--- src/rtl/block_seq_pkg.sv ---
// Shared types and constants for the block sequencer: FSM state encoding and
// error-cause codes reported on err_cause.
package block_seq_pkg;

    typedef enum logic [1:0] {
        IDLE = 2'd0,
        ARM  = 2'd1,
        RUN  = 2'd2,
        ERR  = 2'd3
    } state_t;

    localparam int NUM_SLOTS = 4;

    localparam logic [1:0] ERR_NONE       = 2'b00;
    localparam logic [1:0] ERR_INCOMPLETE = 2'b01;
    localparam logic [1:0] ERR_TIMEOUT    = 2'b10;

endpackage

--- src/rtl/seq_timer.sv ---
// Saturating RUN-cycle counter; o_expired is high on the last allowed cycle
// (count == TIMEOUT-1) and stays high until cleared.
module seq_timer #(
    parameter int TIMEOUT = 255,
    parameter int CNT_W   = 8
) (
    input  logic clk,
    input  logic rst,
    input  logic i_clear,
    input  logic i_en,
    output logic o_expired
);

    localparam logic [CNT_W-1:0] LAST = CNT_W'(TIMEOUT - 1);

    logic [CNT_W-1:0] r_cnt;

    always_ff @(posedge clk) begin
        if (rst || i_clear) begin
            r_cnt <= '0;
        end else if (i_en && (r_cnt != LAST)) begin
            r_cnt <= r_cnt + 1'b1;
        end
    end

    assign o_expired = (r_cnt == LAST);

endmodule

--- src/rtl/block_sequencer.sv ---
// Sequencer for the 4-operand processing block: operand capture, one launch per
// go rising edge, result capture with a timeout, sticky done/err status.
module block_sequencer
    import block_seq_pkg::*;
#(
    parameter int W       = 4,
    parameter int TIMEOUT = 255,
    parameter int CNT_W   = 8
) (
    input  logic         clk,
    input  logic         rst,
    input  logic [3:0]   ld_stb,
    input  logic [W-1:0] ld_data,
    input  logic         go,
    input  logic         clr,
    output logic [W-1:0] op1,
    output logic [W-1:0] op2,
    output logic [W-1:0] op3,
    output logic [W-1:0] op4,
    output logic         bk_go,
    input  logic         bk_rdy,
    input  logic [W-1:0] bk_out,
    output logic [W-1:0] result,
    output logic [3:0]   loaded,
    output logic         busy,
    output logic         done,
    output logic         err,
    output logic [1:0]   err_cause,
    output state_t       dbg_state
);

    // Handshake with the block: bk_go is a single-cycle launch pulse; bk_rdy is
    // a level that is accepted only while in RUN, and the first accepted cycle ends it.
    state_t         r_state;
    state_t         w_next;
    logic           r_go_q;
    logic [W-1:0]   r_op [NUM_SLOTS];
    logic [W-1:0]   r_result;
    logic [3:0]     r_loaded;
    logic           r_done;
    logic           r_err;
    logic [1:0]     r_cause;
    logic           w_go_edge;
    logic           w_full;
    logic           w_expired;
    logic           w_launch;
    logic           w_refuse;
    logic           w_complete;
    logic           w_timeout;

    assign w_go_edge  = go & ~r_go_q;
    assign w_full     = (r_loaded == 4'hF);
    assign w_launch   = (r_state == IDLE) && w_go_edge && w_full;
    assign w_refuse   = (r_state == IDLE) && w_go_edge && !w_full;
    assign w_complete = (r_state == RUN) && bk_rdy;
    assign w_timeout  = (r_state == RUN) && !bk_rdy && w_expired;

    seq_timer #(
        .TIMEOUT (TIMEOUT),
        .CNT_W   (CNT_W)
    ) u_timer (
        .clk       (clk),
        .rst       (rst),
        .i_clear   (r_state == ARM),
        .i_en      (r_state == RUN),
        .o_expired (w_expired)
    );

    always_ff @(posedge clk) begin
        if (rst) begin
            r_state <= IDLE;
        end else begin
            r_state <= w_next;
        end
    end

    always_comb begin
        w_next = r_state;
        case (r_state)
            IDLE: begin
                if (w_launch) begin
                    w_next = ARM;
                end else if (w_refuse) begin
                    w_next = ERR;
                end
            end
            ARM: w_next = RUN;
            RUN: begin
                if (bk_rdy) begin
                    w_next = IDLE;
                end else if (w_expired) begin
                    w_next = ERR;
                end
            end
            ERR: w_next = IDLE;
            default: w_next = IDLE;
        endcase
    end

    always_comb begin
        busy  = 1'b0;
        bk_go = 1'b0;
        case (r_state)
            ARM: begin
                busy  = 1'b1;
                bk_go = 1'b1;
            end
            RUN: busy = 1'b1;
            default: ;
        endcase
    end

    // Error flags are registered on the transition into ERR so err rises in
    // the same cycle busy falls; later assignments give set events priority over clr.
    always_ff @(posedge clk) begin
        if (rst) begin
            r_go_q   <= 1'b0;
            r_op     <= '{default: '0};
            r_result <= '0;
            r_loaded <= '0;
            r_done   <= 1'b0;
            r_err    <= 1'b0;
            r_cause  <= ERR_NONE;
        end else begin
            r_go_q <= go;
            if (r_state == IDLE) begin
                for (int i = 0; i < NUM_SLOTS; i++) begin
                    if (ld_stb[i]) begin
                        r_op[i] <= ld_data;
                    end
                end
                r_loaded <= r_loaded | ld_stb;
            end
            if (clr || w_launch) begin
                r_done  <= 1'b0;
                r_err   <= 1'b0;
                r_cause <= ERR_NONE;
            end
            if (w_refuse) begin
                r_err   <= 1'b1;
                r_cause <= ERR_INCOMPLETE;
            end
            if (w_complete) begin
                r_result <= bk_out;
                r_done   <= 1'b1;
                r_loaded <= '0;
            end
            if (w_timeout) begin
                r_err    <= 1'b1;
                r_cause  <= ERR_TIMEOUT;
                r_loaded <= '0;
            end
        end
    end

    assign op1       = r_op[0];
    assign op2       = r_op[1];
    assign op3       = r_op[2];
    assign op4       = r_op[3];
    assign result    = r_result;
    assign loaded    = r_loaded;
    assign done      = r_done;
    assign err       = r_err;
    assign err_cause = r_cause;
    assign dbg_state = r_state;

endmodule

--- config.mk ---
export PLATFORM = sky130hd
export DESIGN_NAME = block_sequencer
export DESIGN_NICKNAME = d
export VERILOG_FILES = /design/src/rtl/block_seq_pkg.sv /design/src/rtl/seq_timer.sv /design/src/rtl/block_sequencer.sv
export SDC_FILE = /design/constraint.sdc
export NUM_CORES = 1
export LEC_CHECK = 0
export CAP_MARGIN = 10
export CORE_ASPECT_RATIO = 0.75
export CORE_MARGIN = 4
export CORE_UTILIZATION = 30
export DETAILED_ROUTE_END_ITERATION = 10
export GPL_TIMING_DRIVEN = 0
export MAX_ROUTING_LAYER = met4
export SKIP_LAST_GASP = 1
export SLEW_MARGIN = 30
export SYNTH_ARGS = -nofsm -noshare
export SYNTH_HDL_FRONTEND = slang
export SYNTH_SLANG_ARGS = --single-unit
export TNS_END_PERCENT = 1
--- constraint.sdc ---
create_clock -name clk -period 1.57 [get_ports clk]
set_input_delay 0.314 -clock clk [delete_from_list [all_inputs] [get_ports clk]]
set_output_delay 0.314 -clock clk [all_outputs]
set_load 0.01 [all_outputs]
==> results of run 1 <==
==> sequential cells by signal, indices dropped and copies added, names as in the netlist, 2 cells and up <==
name,flops
dbg_state,2
err_cause,2
loaded,4
op1,4
op2,4
op3,4
op4,4
result,4
u_timer.r_cnt,8
==> power groups by stage <==
| stage | clock (W) | sequential, W | combinational [W] |
|---|---|---|---|
| after floorplan | 0 | 0.00136 | 0.000699 |
| after global placement | 0 | 0.00131 | 0.00136 |
| after detailed placement | 0 | 0.00131 | 0.00138 |
| after CTS | 0.000894 | 0.00129 | 0.00136 |
| after global routing | 0.000929 | 0.00131 | 0.00160 |
| final | 0.000877 | 0.00129 | 0.00143 |
==> area by class of cell <==
class | count | area share (%)
plain buffers | 8 | 1.59
clock buffers | 6 | 3.49
clock inverters | 2 | 1.48
inverters | 4 | 0.634
multi-input cells | 141 | 34.7
flip-flops and latches | 39 | 33.1
well taps | 72 | 3.81
repair buffers | 51 | 21.2
==> worst min-delay path, stage by stage, from the launching register on <==
cell	delay, ps
dfxtp_1	310
nand2_1	50
a21oi_1	50
==> final timing paths <==
path	to	start	slack (ps)
setup / recovery	dbg_state[1]$_SDFFE_PP0P_	dbg_state[0]$_SDFFE_PP0P_	-20
hold / removal	op1[1]$_SDFFE_PP0P_	op1[1]$_SDFFE_PP0P_	460
setup reg to reg	dbg_state[1]$_SDFFE_PP0P_	dbg_state[0]$_SDFFE_PP0P_	-20
hold reg to reg	op1[1]$_SDFFE_PP0P_	op1[1]$_SDFFE_PP0P_	460
==> repair_timing <==
| item | 4_1_cts | 5_1_grt |
|---|---|---|
| endpoints found under the hold margin | 0 | 0 |
| pin swaps | 0 | 2 |
| setup endpoints to repair | 34 | 42 |
| resized for setup | 4 | 16 |
| setup buffers | 0 | 3 |
==> cells in the final DEF (no fill, tap or decap), types with 3 or more instances in the layout <==
master | synthesis | layout
nor2_1 | 12 | 11
ha_1 | 6 | 5
buf_4 | 0 | 3
nor2b_1 | 4 | 4
a211oi_1 | 3 | 3
clkbuf_8 | 0 | 6
o211ai_1 | 3 | 3
nand3_1 | 21 | 21
inv_1 | 4 | 4
xor2_1 | 3 | 3
clkdlybuf4s50_1 | 0 | 46
nand2_1 | 35 | 35
clkbuf_2 | 0 | 4
a21oi_1 | 29 | 28
dfxtp_1 | 39 | 37
==> metal layers <==
| metal | GRT usage, % | up-vias |
|---|---|---|
| li1 | - | 788 |
| met1 | 20.1 | 691 |
| met2 | 17.1 | 45 |
| met3 | 3.67 | 4 |
| met4 | 4.39 | 0 |
| met5 | - | - |
==> cells by family after synthesis <==
logic type | after synthesis | synth area share (%)
AND/OR/NAND/NOR | 85 | 25.2
AO/OA/AOI/OAI | 44 | 16.0
flip-flops | 39 | 48.0
buffers and inverters | 12 | 2.85
adder cells (fa/ha/maj) | 6 | 4.62
XOR/XNOR | 5 | 2.69
multiplexers | 1 | 0.616
==> stage by stage <==
step	cells	cell area [sq um]
floorplan	192	1630
global placement	312	2200
detailed placement	312	2200
CTS	320	2310
global route	323	2370
finish	323	2370
==> run summary, run 1 <==
Met1 WL - 2320 microns
Drt wl/cell - 13.4 microns
Syn-to-layout area delta - 45.7%
Kind of cell adding the most delay to the critical path - compound AO/OA/AOI/OAI gates
Synth top cells by count - dfxtp_1, nand2_1, a21oi_1
Final setup viols - 2
Die Y - 71.7 microns
Internal power - 0.00236 W
CTS tree - done
Setup ws final - -21.6 ps
Slowest cell on crit path - dfxtp_2
Core area - 0.00506 sq mm
Synth Area per Inst - 8.47 sq um
Met3 routed WL - 245 microns
Total power - 0.00360 W
Final hold slack - 458 ps
Setup Crit Path Kind - reg -> reg
Post-Synthesis Cells - 192
HPWL after DPL - 3200 microns
CP max FO - 8
Initial core utilization - 32.1%
Routability cong. - 0.779
Fillers - 516
First-pass GRT wire length - 6940 microns
Via count - 1528
DR vias/cell - 4.73
Clock power share - 24.4%
Clock Path Buffers - 2
RSZ-0062 raised after global routing - true
Initial DRT Pass Iterations - 4
Total GRT Usage - 13.5%
Worst stage delay on the critical path - 350 ps
Fmax - 628 MHz
Drt first-iter violations - 80
Top FF cell, synth - dfxtp_1
Setup TNS - -28.0 ps
Clock sinks - 39
# H-tree levels - 2
Seq. cell area - 783 sq um
Pin count of the biggest net entering global routing - 13
Relative slew slack - 65.8%
Sequential power share - 35.9%
Core Rows - 22
DIE AREA - 0.00667 sq mm
Antenna diode instance count - 0
Register area share after synthesis - 48.0%
DRC - 0
Vias in the first global route - 1399
PD cells - 1520 mW/mm^2
Yosys reg bits - 39
Async set or reset register ratio after synthesis - 0%
WL met2 - 1710 microns
Clk_lat worst skew - 290 ps
Worst clock skew - 6.51 ps
Synth area leader - dfxtp_1
DR top layer - met4
Nets - 273
HP Class - reg -> reg
CP Depth - 6
Post-synth top area share - 48.0%
Switching share of total power - 34.4%
Post-synth EDFFs - 0
Final core occ - 46.7%
GR Overflow Total - 0
Share of layout cells above drive strength 1 - 11.2%
Antenna-violating nets left - 0
Hold_buf cts - 0
Clock slew at reported path FFs - 80 ps
Status - complete, but fails checks
CP startpoint kind - flop
Reg2Reg Depth - 6
Synth Net Count - 215
Fin crit period - 1590 ps
Combinational share of power - 39.7%
CTS root buffer - clkbuf_8
Slew Limit Fails - 0
IO Port Bufs - 48
Initial antenna violation count - 0
Synthesized cell area - 0.00163 sq mm
VDD IR-drop max - 0.000729 V
Die Wd - 93.0 microns
CP Buf/Inv Count - 2
Failing checks - negative setup slack
Most frequent cell after synthesis - dfxtp_1
Drt total wl - 4330 microns
Worst Max-Slew Pin Slew - 513 ps
# Max-Cap Violations - 0
Critical path endpoint category - flop
Static Leak - 0.869 nW
Pre-CTS WS - -311 ps
Cell variety after synth - 36
Multi-input logic area - 822 sq um
CP cell instances - inv_1 > ha_1 > buf_2 > and3b_1 > a311oi_1 > a31o_2
CP arrival - 1820 ps
Area contributors post-synth - dfxtp_1, a21oi_1, nand2_1
CTS Buf Count - 5
Fin crit share - 101%
Final Hold Viols - 0
Psw - 0.00124 W
Synth warn - 0
Worst EP required - 1800 ps
I/O pins - 49
Hold path cells - 2
(Power assumes the default switching activity.)
==> inputs of run 2 (changes only) <==
Settings changed: CORE_MARGIN 4 to unset.
==> run 2 against run 1 <==
  * The run still ends with negative setup slack left
  * Combinational power shrank 5%
  * Clock power decreased by 4.2%
  * Die area down 14%
  * Via count shrank 2.3%
  * Worst setup slack gained 13 ps
  * Wire length fell by 5.9%
  * Largest power group unchanged
  * Highest routed layer unchanged
==> run summary, run 2 (same netlist as run 1, synthesis figures left out) <==
Status - complete, but fails checks
Failing checks - negative setup slack
Routability cong. - 0.771 (-0.94%)
Hold_sp - op3[1]$_SDFFE_PP0P_
HP Class - reg -> reg
Via count - 1493 (-2.3%)
CP arrival - 1810 ps (about the same)
CP max FO - 8 (unchanged)
Worst reg2reg endpoint - dbg_state[1]$_SDFFE_PP0P_
Setup Crit Path Kind - reg -> reg
Sequential power share - 37.1% (+1.2 points)
Relative slew slack - 66.3% (+0.49 points)
DIE AREA - 0.00572 sq mm (-14%)
I/O pins - 49 (unchanged)
Total power - 0.00349 W (-2.9%)
DRC - 0 (unchanged)
WHS Endpoint - op3[1]$_SDFFE_PP0P_
Finished Layout Cells - 320 (-0.93%)
Final hold slack - 455 ps (-2.70 ps)
Drt wl/cell - 12.7 microns (-5.0%)
# H-tree levels - 2 (unchanged)
CTS tree - done
Core Rows - 22 (unchanged)
Placed cells - 312 (unchanged)
Buffers inserted by post-CTS timing repair - 0 (unchanged)
Internal power - 0.00228 W (-3.5%)
Psw - 0.00122 W (-1.8%)
Fin crit period - 1580 ps (-13.1 ps)
Final Hold Viols - 0 (unchanged)
Setup ws final - -8.49 ps (+13.1 ps)
Most frequent cells in the layout - clkdlybuf4s50_1, dfxtp_1, nand2_1
DR vias/cell - 4.67 (-1.4%)
Syn-to-layout area delta - 43.1%
Static Leak - 0.839 nW (-3.5%)
Worst EP required - 1800 ps (about the same)
Drt first-iter violations - 69 (-14%)
Vias in the first global route - 1403 (+0.29%)
Initial DRT Pass Iterations - 4 (unchanged)
Flop2flop setup slack - -8 ps (about the same)
CP cell instances - inv_1 > ha_1 > buf_2 > and3b_1 > a311oi_1 > a31o_2
R2r startpoint - dbg_state[0]$_SDFFE_PP0P_
Worst Max-Slew Pin Slew - 506 ps (-7.42 ps)
IO Port Bufs - 48 (unchanged)
Die Y - 65.7 microns (-8.4%)
Switching share of total power - 34.8% (+0.40 points)
Clock sinks - 39 (unchanged)
Slew Limit Fails - 0 (unchanged)
Share of layout cells above drive strength 1 - 9.27% (-1.9 points)
Pre-CTS WS - -329 ps (-17.9 ps)
Critical path endpoint category - flop
Most common cell after layout, fill and taps aside - clkdlybuf4s50_1
Hold path cells - 2 (unchanged)
Clock power share - 24.1% (-0.3 points)
Antenna diode instance count - 0 (unchanged)
PD cells - 1500 mW/mm^2 (-1.2%)
Die Wd - 87.0 microns (-6.5%)
Initial antenna violation count - 0 (unchanged)
HPWL after DPL - 3000 microns (-6.4%)
Fin crit share - 101% (-0.83 points)
Reg2Reg Depth - 6 (unchanged)
Max reg flops - 8 (unchanged)
Combinational share of power - 38.8% (-0.9 points)
Nets - 270 (-1.1%)
Slowest cell on crit path - dfxtp_4
Post-route cell area - 0.00233 sq mm (-1.7%)
Total GRT Usage - 15.9% (+2.4 points)
CTS root buffer - clkbuf_8
Antenna-violating nets left - 0 (unchanged)
Fillers - 505 (-2.1%)
Worst clock skew - 10.3 ps (+3.80 ps)
Final setup viols - 1 (-1)
CP startpoint kind - flop
RSZ-0062 raised after global routing - true
Pin count of the biggest net entering global routing - 14 (+1)
CP Buf/Inv Count - 2 (unchanged)
CTS Buf Count - 5 (unchanged)
Clock slew at reported path FFs - 80 ps (about the same)
Clock Path Buffers - 2 (unchanged)
VDD IR-drop max - 0.000628 V (-14%)
Kind of cell adding the most delay to the critical path - compound AO/OA/AOI/OAI gates
Cell Area, Placed - 0.00220 sq mm (unchanged)
# Max-Cap Violations - 0 (unchanged)
Fmax - 634 MHz (+0.83%)
Drt total wl - 4070 microns (-5.9%)
GR Overflow Total - 0 (unchanged)
Worst stage delay on the critical path - 360 ps (about the same)
Clk_lat worst skew - 300 ps (about the same)
Largest Register - u_timer.r_cnt
First-pass GRT wire length - 6650 microns (-4.2%)
Initial core utilization - 32.3% (+0.18 points)
Hold_buf cts - 0 (unchanged)
Core area - 0.00504 sq mm (-0.54%)
[run 2: routing by layer]
layer / share of wire [%] / global-route usage, %
met5: 0 / -
met4: 1.7 / 7.08
met3: 3.4 / 3.39
met2: 39 / 21.3
met1: 56 / 22.7
[run 2: worst max path at each step]
stage                                             start                        end  slack (ps)  depth (start not counted)
after global placement                              rst  err_cause[1]$_SDFFE_PP0P_        -320                          4
after floorplan               dbg_state[0]$_SDFFE_PP0P_  err_cause[0]$_SDFFE_PP0P_          40                          7
after detailed placement                            rst        op1[0]$_SDFFE_PP0P_        -330                          4
after global routing      u_timer.r_cnt[1]$_SDFFE_PP0P_  dbg_state[1]$_SDFFE_PP0P_        -100                          5
final                         dbg_state[0]$_SDFFE_PP0P_  dbg_state[1]$_SDFFE_PP0P_          -8                          6
after CTS                     dbg_state[0]$_SDFFE_PP0P_                       busy         -70                          3
[run 2: layout make-up]
type,instances,area (sq um),share of cell area [%]
Clock buffer,5,68.8,2.96
Multi-Input combinational cell,141,807,34.7
Sequential cell,39,786,33.8
Clock inverter,3,43.8,1.88
Tap cell,72,90.1,3.87
Timing Repair Buffer,48,479,20.6
Inverter,4,15.0,0.646
Buffer,8,36.3,1.56
[run 2: worst register-to-register path: cells and delay by family, from the launching register on]
kind            cells  cell delay [ps]
compound gates      2              490
fa+ha+maj           1              190
buf+inv             2              230
flops               1              360
simple gates        1              240
[run 2: per-stage QoR]
step / setup TNS (ps) / util (%)
4_1_cts: -673 / 45.9
3_3_place_gp: -6980 / 43.6
3_5_place_dp: -7340 / 43.6
5_1_grt: -1470 / 46.2
6_report: -8.49 / 46.2
2_1_floorplan: 0 / -
[run 2: power groups by stage]
stage	Combinational (W)	Clock, W	Sequential, W
finish	0.00136	0.000840	0.00130
detailed placement	0.00136	0	0.00130
CTS	0.00134	0.000871	0.00129
global placement	0.00136	0	0.00130
global route	0.00152	0.000920	0.00132
floorplan	0.000699	0	0.00136
[run 2: timing repair]
item,CTS,global route
endpoints found under the setup margin,31,40
hold endpoints to repair,0,0
pin swaps,0,0
gates resized for setup,4,12
